### src/rtl/cpu_clk_en_sched.sv
// Clock-enable scheduler: one-cycle strobe every cur_div master cycles,
// with run-time ratio changes applied only at a period boundary.
module cpu_clk_en_sched #(
    parameter int DIV_W   = 4,
    parameter int DEF_DIV = 3
) (
    input  logic             clk,
    input  logic             reset_n,
    input  logic             div_req,
    input  logic [DIV_W-1:0] div_sel,
    output logic             div_ack,
    input  logic             stall,
    output logic             clk_en,
    output logic [DIV_W-1:0] cur_div,
    output logic [DIV_W-1:0] phase,
    output logic             busy
);

    typedef enum logic [1:0] {
        S_IDLE,
        S_PEND,
        S_DONE
    } state_t;

    localparam logic [DIV_W-1:0] LP_DEF = DIV_W'(DEF_DIV);
    localparam logic [DIV_W-1:0] LP_ONE = DIV_W'(1);

    state_t           r_state;
    state_t           w_state_nxt;
    logic [DIV_W-1:0] r_cnt;
    logic [DIV_W-1:0] r_cur_div;
    logic [DIV_W-1:0] r_pend_div;
    logic [DIV_W-1:0] w_sel_clamped;
    logic             r_clk_en;
    logic             r_ack;
    logic             r_busy;
    logic             w_term;

    assign w_term        = (r_cnt == r_cur_div - LP_ONE) && !stall;
    assign w_sel_clamped = (div_sel == '0) ? LP_ONE : div_sel;

    always_comb begin
        w_state_nxt = r_state;
        unique case (r_state)
            S_IDLE:  if (div_req) w_state_nxt = S_PEND;
            S_PEND:  if (w_term) w_state_nxt = S_DONE;
            S_DONE:  if (!div_req) w_state_nxt = S_IDLE;
            default: w_state_nxt = S_IDLE;
        endcase
    end

    // ack/busy are registered from the next state so they track it exactly
    always_ff @(posedge clk or negedge reset_n) begin
        if (!reset_n) begin
            r_state    <= S_IDLE;
            r_cnt      <= '0;
            r_clk_en   <= 1'b0;
            r_ack      <= 1'b0;
            r_busy     <= 1'b0;
            r_cur_div  <= LP_DEF;
            r_pend_div <= '0;
        end else begin
            r_state  <= w_state_nxt;
            r_clk_en <= w_term;
            r_ack    <= (w_state_nxt == S_DONE);
            r_busy   <= (w_state_nxt != S_IDLE);
            if (w_term) begin
                r_cnt <= '0;
            end else if (!stall) begin
                r_cnt <= r_cnt + LP_ONE;
            end
            if (r_state == S_IDLE && div_req) begin
                r_pend_div <= w_sel_clamped;
            end
            if (r_state == S_PEND && w_term) begin
                r_cur_div <= r_pend_div;
            end
        end
    end

    assign div_ack = r_ack;
    assign clk_en  = r_clk_en;
    assign cur_div = r_cur_div;
    assign phase   = r_cnt;
    assign busy    = r_busy;

endmodule

### config.mk
export PLATFORM = sky130hd
export DESIGN_NAME = cpu_clk_en_sched
export DESIGN_NICKNAME = d
export VERILOG_FILES = /design/src/rtl/cpu_clk_en_sched.sv
export SDC_FILE = /design/constraint.sdc
export NUM_CORES = 1
export LEC_CHECK = 0
export ABC_AREA = 0
export CORE_UTILIZATION = 48
export DETAILED_ROUTE_END_ITERATION = 8
export GPL_TIMING_DRIVEN = 1
export PLACE_DENSITY_LB_ADDON = 0.05
export SLEW_MARGIN = 20
export SYNTH_ARGS = -nofsm -noshare
export SYNTH_HDL_FRONTEND = slang
export SYNTH_SLANG_ARGS = --single-unit
### constraint.sdc
create_clock -name clk -period 4.3 [get_ports clk]
set_input_delay 0.645 -clock clk [delete_from_list [all_inputs] [get_ports clk]]
set_output_delay 0.645 -clock clk [all_outputs]
set_load 0.01 [all_outputs]
**Word level (Yosys, flattened, before mapping)**

Cells that the tools add are included.
Widths: inputs -> output; s select.

- Add/subtract/negate cells: 2
- Equality and inequality tests: 5
- Mux-type cells: 7
- Reduce and logical (&&, ||, !) cells: 7

Operators by type and width:

| kind | number |
|---|---|
| $mux 4 | 3 |
| $mux 2 | 3 |
| $pmux 2 s3 | 1 |
| $add 4x1->4 const B | 1 |
| $eq 2x2->1 const B | 2 |
| $eq 4x4->1 | 1 |
| $logic_not 4->1 | 1 |
| $sub 4x1->4 const B | 1 |
| $logic_and 1x1->1 | 3 |
| $eq 2x1->1 const B | 1 |
| $logic_not 2->1 | 1 |
| $ne 2x1->1 const B | 1 |
| $reduce_bool 2->1 | 1 |
| $logic_not 1->1 | 1 |

- Register bits: 17
- Input bits: 8
- Output and inout port bits: 11
- Logic and storage cells: 28

**Longest topological paths before layout**

Gate-level depths: netlist (run 1).

- Word-level depth: 6
- Depth in mapped cells: 7
- Mapped depth without buffers: 6

**Worst setup path after synthesis (run 1)**

No wires, ideal clock.

- Path type: register to register
- From: register r_cur_div[0] (netlist: cur_div[0])
- To: register r_cur_div[2] (netlist: cur_div[2])
- Library setup time: 0.125 ns
- Arrival time: 1.767 ns
- Required time: 4.175 ns
- Path slack: 2.407 ns
- Cell stages (with the launch flop): 7
- Path buffers: 0
- Period minus slack after synthesis: 1.893 ns
- Path through: dfstp_2 > inv_1 > ha_1 > xnor2_1 > nor3_4 > nand4_4 > mux2_4

- Longest elaborated chain between the ends: 4

RTL lines:

| what | line | source |
|---|---|---|
| from (decl) | 31 | `logic [DIV_W-1:0] r_cur_div;` |
| from (signal assigned) | 76 | `r_cur_div <= r_pend_div;` |
| $sub 4x1->4 | 39 | `assign w_term = (r_cnt == r_cur_div - LP_ONE) && !stall;` |
| $eq 4x4->1 | 39 |  |
| $logic_and 1x1->1 | 39 |  |
| $logic_and 1x1->1 | 75 | `if (r_state == S_PEND && w_term) begin` |

No other way between the ends.
A chain may end at the register's enable or synchronous reset.

**Worst setup path in the final report (run 1)**

- From: register r_cur_div[0] (netlist: cur_div[0])
- To: output port cur_div[0]

RTL lines:

| what | line | source |
|---|---|---|
| to (decl) | 14 | `output logic [DIV_W-1:0] cur_div,` |

No word-level cell between the ends.

==> key figures, run 1 <==
Power
  • Maximum VDD drop: 0.377 mV
  • Leak Pwr: 0.464 nW
  • Pwr Density: between 600 and 700 mW/mm^2

Routing
  • DR pass1 iterations: 6
  • Total wire length: between 1000 and 1500 um
  • Met3 routed WL: between 60 and 70 um
  • DR vias/cell: about 5
  • M1 wire length: approximately 560 um
  • Residual DRC: 2
  • Final antenna-violating net count: 0
  • 1st-iter DRT viols: 7
  • Highest metal used: met4
  • DR WL/cell: about 12 um
  • Via count: 520
  • Met2 WL: between 500 and 600 um

Clocking
  • PostCTS Resize Cnt: 0
  • H-tree depth: 1
  • Worst-path clk slew: around 100 ps
  • TritonCTS Sinks: 17
  • CTS tree: yes
  • Hold Buf Count CTS: 0
  • CTS buffer count: 3
  • Worst skew pair latency: ~290 ps
  • Root Buffer Master: clkbuf_4
  • Post-CTS Repair Setup Buffers: 0
  • Maximum clock insertion buffer count: 2

Synth
  • Synth top area cells: dfrtp_1 (46%), mux2_4 (7.3%), dfstp_2 (6.4%), xnor2_1 (5.3%), mux2_2 (4.1%)
  • Yosys warnings: 0
  • Netlist cell types: 24
  • Seq/Total Area, Yosys: around 52%
  • Top cell type's share of synthesized area: 45.7%
  • Syn avg cell area: between 10 and 15 um^2
  • Post-synth EDFFs: 0
  • Share of synthesized registers carrying an async set or reset: 100%
  • Most numerous cell in the Yosys netlist: dfrtp_1
  • Synthesized area: about 820 um^2
  • Top FF cell, synth: dfrtp_1
  • #FFs+latches synth: 17
  • Gate Count Post-Synth: 64
  • Synthesized Nets: 74
  • Area leader, netlist: dfrtp_1
  • Leading cell types by count after synthesis: dfrtp_1 (15), xnor2_1 (5), mux2_4 (4), nand2_1 (4), nor2_1 (4)

Min path
  • Min-Delay Path Class: flop to flop

Worst setup path
  • Slowest cell on crit path: dfstp_2
  • CP Depth: 1
  • Worst setup startpoint: cur_div[0]
  • Critical Path End: cur_div[0]
  • CP max stage delay: between 500 and 600 ps
  • Crit path max fanout: 5
  • Register-to-Register Path Depth: 6
  • Critical path class: flop to output port
  • R2R setup slack: 2330 ps
  • Cell family with most CP delay: flip-flops
  • CP Buf/Inv Count: 1
  • Worst path cell trace: clkdlybuf4s50_1
  • Worst Path Arrival: 1420 ps
  • Startpoint types: flop
  • Crit path required time: approximately 3700 ps
  • Reg2Reg Launch Point: cur_div[0]
  • CP Capture Type: output port
  • Worst reg2reg endpoint: cur_div[3]

Run status
  • Failing checks: design-rule violations
  • Status: finished, violations left

Layout
  • Ratio of cells with drive above 1 in the final layout: 22.4%
  • Finished Layout Cells: ~100
  • Ant diodes: 0
  • Final Cell Area: about 0.0010 mm^2
  • Area growth, synth to finish: 26.3%
  • Layout Nets: 96

STA
  • Skew final: roughly 4.4 ps
  • Peak Freq: around 480 MHz
  • WHS: 518 ps
  • RSZ-0062 raised after global routing: false
  • Final setup viols: 0
  • Setup TNS: 0 ps
  • Worst setup margin: 2230 ps
  • Fin crit period: about 2100 ps
  • Tcrit/Tclk final: about half
  • Slew HR: between 50% and 60%
  • Max Slew Vio Count: 0
  • Final hold violations: 0
  • Actual slew at the worst max-slew pin: ~730 ps

Floorplan
  • Initial Utilization: ~53%
  • Core area: between 0.0015 and 0.002 mm^2
  • I/O pins: 19
  • Cell row count: 14
  • Die height: between 40 and 50 um
  • Floorplan die width: about 43 um
  • Die Footprint: 0.00188 mm^2

Placement
  • Placed insts: 97
  • DPL Wire Length: 928 um
  • Total placed instance area: approximately 0.0010 mm^2
  • RD Place Congestion: just over 0.7
  • Setup Slack @ Placement: 2010 ps
  • Port Buf Inserts: 18

GRT
  • GRT Util Overall: roughly 17%
  • Number of global-route vias before repair: 521
  • Initial antenna violation count: 0
  • Largest net degree at the start of global routing: 18
  • First-pass GRT wire length: between 2000 and 2500 um
  • GR Overflow Total: 0

Run
  • Max-capacitance violation count: 0
-- routing by layer --
metal | vias up | GRT usage (%)
met4 | 0 | 13.1
met2 | 17 | 26.4
li1 | 258 | -
met5 | - | 0
met3 | 2 | 2.50
met1 | 243 | 22.2
-- sequential cells by signal, indices dropped and copies added, names as in the netlist --
name,cells
busy,1
clk_en,1
div_ack,1
phase,4
r_pend_div,4
cur_div,4
r_state,2
-- kinds of logic after synthesis --
logic type	share of synthesized area [%]
xor+xnor	8.52
mux	11.4
fa+ha+maj	3.04
flops	52.1
buf+inv	2.74
simple gates	16.6
compound gates	5.63
-- report_power, final --
group / leakage [nW] / switching [W] / total [W] / internal [W]
Sequential: 0.204 / 0.0000578 / 0.000287 / 0.000230
Clock: 0.0177 / 0.0000511 / 0.0000857 / 0.0000346
Combinational: 0.242 / 0.000152 / 0.000349 / 0.000196
Total: 0.464 / 0.000261 / 0.000722 / 0.000461
-- through the flow --
step	total power [W]	util [%]
floorplan	0.000527	-
global placement	0.000637	64.8
detailed placement	0.000644	64.8
CTS	0.000732	66.6
global route	0.000779	66.6
finish	0.000722	66.6
-- how the worst min path moves through the flow --
stage	from	endpoint	slack [ps]	depth (start not counted)
global placement	r_pend_div[2]	cur_div[2]	490	1
finish	r_pend_div[2]	cur_div[2]	520	1
CTS	r_pend_div[2]	cur_div[2]	520	1
detailed placement	r_pend_div[2]	cur_div[2]	500	1
floorplan	reset_n	busy	350	0
global route	r_pend_div[2]	cur_div[2]	530	1
-- layout make-up --
| cell class | instances | area [um^2] |
|---|---|---|
| clock buffers | 3 | 22.5 |
| repair buffers | 18 | 180 |
| well taps | 16 | 20.0 |
| clock inverters | 1 | 5.00 |
| multi-input cells | 43 | 372 |
| flip-flops and latches | 17 | 428 |
| fillers | 119 | 520 |
| inverters | 3 | 11.3 |
-- cell usage in the layout (no fill, tap or decap), drive strengths merged, types with 2 or more instances in the layout --
master,count
inv,3
nor2,4
ha,2
dfstp,2
dfrtp,15
clkbuf,3
nor2b,2
nor3,4
nand2,4
mux2,7
nand2b,2
clkdlybuf4s50,18
o21ai,3
xnor2,5
xor2,3
Note: power is estimated with default switching activity, not from simulation.
==> run 2: changes to the inputs <==
--- a/config.mk
+++ b/config.mk
@@ -6,7 +6,7 @@
 export NUM_CORES = 1
 export LEC_CHECK = 0
 export ABC_AREA = 0
-export CORE_UTILIZATION = 48
+export CORE_UTILIZATION = 43
 export DETAILED_ROUTE_END_ITERATION = 8
 export GPL_TIMING_DRIVEN = 1
 export PLACE_DENSITY_LB_ADDON = 0.05
==> constraint.sdc (replaced) <==
create_clock -name clk -period 1.77 [get_ports clk]
set_input_delay 0.2655 -clock clk [delete_from_list [all_inputs] [get_ports clk]]
set_output_delay 0.2655 -clock clk [all_outputs]
set_load 0.01 [all_outputs]
==> key figures, run 2 (synthesis results as in run 1) <==
Run status
  • Status: finished, final reports clean

Worst setup path
  • Startpoint types: flop
  • Worst reg2reg endpoint: cur_div[2]
  • Slowest cell on crit path: dfstp_2
  • Cell family with most CP delay: flip-flops
  • R2R setup slack: 30 ps (-2300 ps)
  • CP Buf/Inv Count: 1 (unchanged)
  • Worst Path Arrival: 1910 ps (+490 ps)
  • CP Capture Type: flop
  • Crit path required time: 1940 ps (-1710 ps)
  • Worst path cell trace: inv_2 -> ha_4 -> xnor2_4 -> nor3_4 -> nand4_4 -> mux2_4
  • CP max stage delay: 550 ps (-40 ps)
  • Crit path max fanout: 5 (unchanged)
  • Reg2Reg Launch Point: cur_div[1]
  • Register-to-Register Path Depth: 6 (unchanged)
  • Critical path class: flop to flop
  • CP Depth: 6 (+5)

STA
  • Max Slew Vio Count: 0 (unchanged)
  • Worst setup margin: 33.1 ps (-2200 ps)
  • Fin crit period: 1740 ps
  • Final setup viols: 0 (unchanged)
  • Tcrit/Tclk final: a little over nine tenths
  • Setup TNS: 0 ps (unchanged)
  • Slew HR: 79.9% (+29 points)
  • Final hold violations: 0 (unchanged)
  • Skew final: 3.14 ps (-1.24 ps)
  • Actual slew at the worst max-slew pin: 300 ps (-431 ps)
  • Peak Freq: about 580 MHz
  • RSZ-0062 raised after global routing: true

Floorplan
  • I/O pins: 19 (unchanged)
  • Core area: 0.00176 mm^2 (+13%)
  • Die Footprint: 0.00209 mm^2 (+11%)
  • Cell row count: 15 (+1)
  • Die height: 45.7 um (+5.4%)
  • Initial Utilization: 46.6% (-6.1 points)
  • Floorplan die width: 45.7 um (+5.4%)

Routing
  • Total wire length: 1370 um (+11%)
  • Final antenna-violating net count: 0 (unchanged)
  • DR vias/cell: 4.43 (-14%)
  • 1st-iter DRT viols: 4 (-3)
  • DR pass1 iterations: 3 (-3)
  • Via count: 518 (-0.38%)
  • DR WL/cell: 11.7 um (-4.4%)
  • Residual DRC: 0 (-2)

Clocking
  • Worst skew pair latency: 280 ps (about the same)
  • Hold Buf Count CTS: 0 (unchanged)
  • Worst-path clk slew: 90 ps (about the same)
  • H-tree depth: 1 (unchanged)
  • TritonCTS Sinks: 17 (unchanged)
  • Root Buffer Master: clkbuf_4
  • CTS buffer count: 3 (unchanged)
  • Maximum clock insertion buffer count: 2 (unchanged)
  • CTS tree: yes

Layout
  • Ant diodes: 0 (unchanged)
  • Layout Nets: 103 (+7.3%)
  • Area growth, synth to finish: 40.2%
  • Commonest non-fill, non-tap cell in the layout: clkdlybuf4s50_1
  • Ratio of cells with drive above 1 in the final layout: 33.7% (+11 points)
  • Fin util: 65.3% (-1.3 points)
  • Most frequent cells in the layout: clkdlybuf4s50_1 (16), dfrtp_1 (15), buf_4 (7)

Power
  • Leak Pwr: 0.538 nW (+16%)
  • Tot Pwr: 0.00195 W (+170%)
  • Maximum VDD drop: 0.884 mV (+130%)
  • Pwr Density: 1690 mW/mm^2 (+140%)

GRT
  • Met3 global-route usage: 2.38% (-0.12 points)
  • GR Overflow Total: 0 (unchanged)
  • Met2 global-route usage: 23.4% (-2.9 points)
  • First-pass GRT wire length: 2210 um (-1.2%)
  • Layer with the highest usage: met2
  • GR Util met1: 20.4% (-1.8 points)
  • Largest net degree at the start of global routing: 18 (unchanged)
  • GRT Util Overall: 15.5% (-1.8 points)
  • Initial antenna violation count: 0 (unchanged)
  • Number of global-route vias before repair: 512 (-1.7%)

Placement
  • Setup Slack @ Placement: -58.8 ps (-2070 ps)
  • DPL Wire Length: 1050 um (+13%)
  • Port Buf Inserts: 18 (unchanged)
  • RD Place Congestion: 0.715 (about the same)

Run
  • Max-capacitance violation count: 0 (unchanged)

Min path
  • Min-Delay Path Class: input pin to async pin
[run 2: cell count changes in the layout (fill, tap and decap cells not counted), sizes merged]
cell	change
buf	+7
clkinv	-1
dlymetal6s2s	+2
clkdlybuf4s50	-2
clkbuf	+1
[run 2: power breakdown]
group | switching (W) | internal [W] | total, W
Clock | 0.000115 | 0.0000874 | 0.000202
Combinational | 0.000428 | 0.000613 | 0.00104
Sequential | 0.000154 | 0.000557 | 0.000710
Total | 0.000696 | 0.00126 | 0.00195
[run 2: worst max-delay path by stage]
stage,startpoint,end
2_1_floorplan,cur_div[1],cur_div[2]
3_3_place_gp,cur_div[1],cur_div[2]
3_5_place_dp,cur_div[1],cur_div[2]
4_1_cts,cur_div[1],cur_div[2]
5_1_grt,cur_div[1],cur_div[2]
6_report,cur_div[1],cur_div[2]
[run 2: routing by layer]
metal / wire, um / share of wire, %
met4: 15 / 1.1
met2: 609 / 44
met5: 0 / 0
met3: 50 / 3.6
met1: 696 / 51
[run 2: through the flow]
stage	hold slack [ps]	std cells	cell area, um^2
after global routing	325	117	1150
after floorplan	-30.1	64	842
final	291	117	1150
after detailed placement	496	113	1090
after global placement	492	113	1090
after CTS	290	117	1130
[run 2: final cells by class]
type	instances	area, um^2
Inverter	3	11.3
Timing Repair Buffer	25	238
Fill cell	155	612
Sequential cell	17	428
Multi-Input combinational cell	43	418
Tap cell	25	31.3
Clock buffer	4	26.3
[run 2: repair_timing]
| action | 4_1_cts | 5_1_grt |
|---|---|---|
| setup endpoints to repair | 4 | 6 |
| setup buffers | 0 | 0 |
| pin swaps | 1 | 1 |
| resized for setup | 1 | 4 |
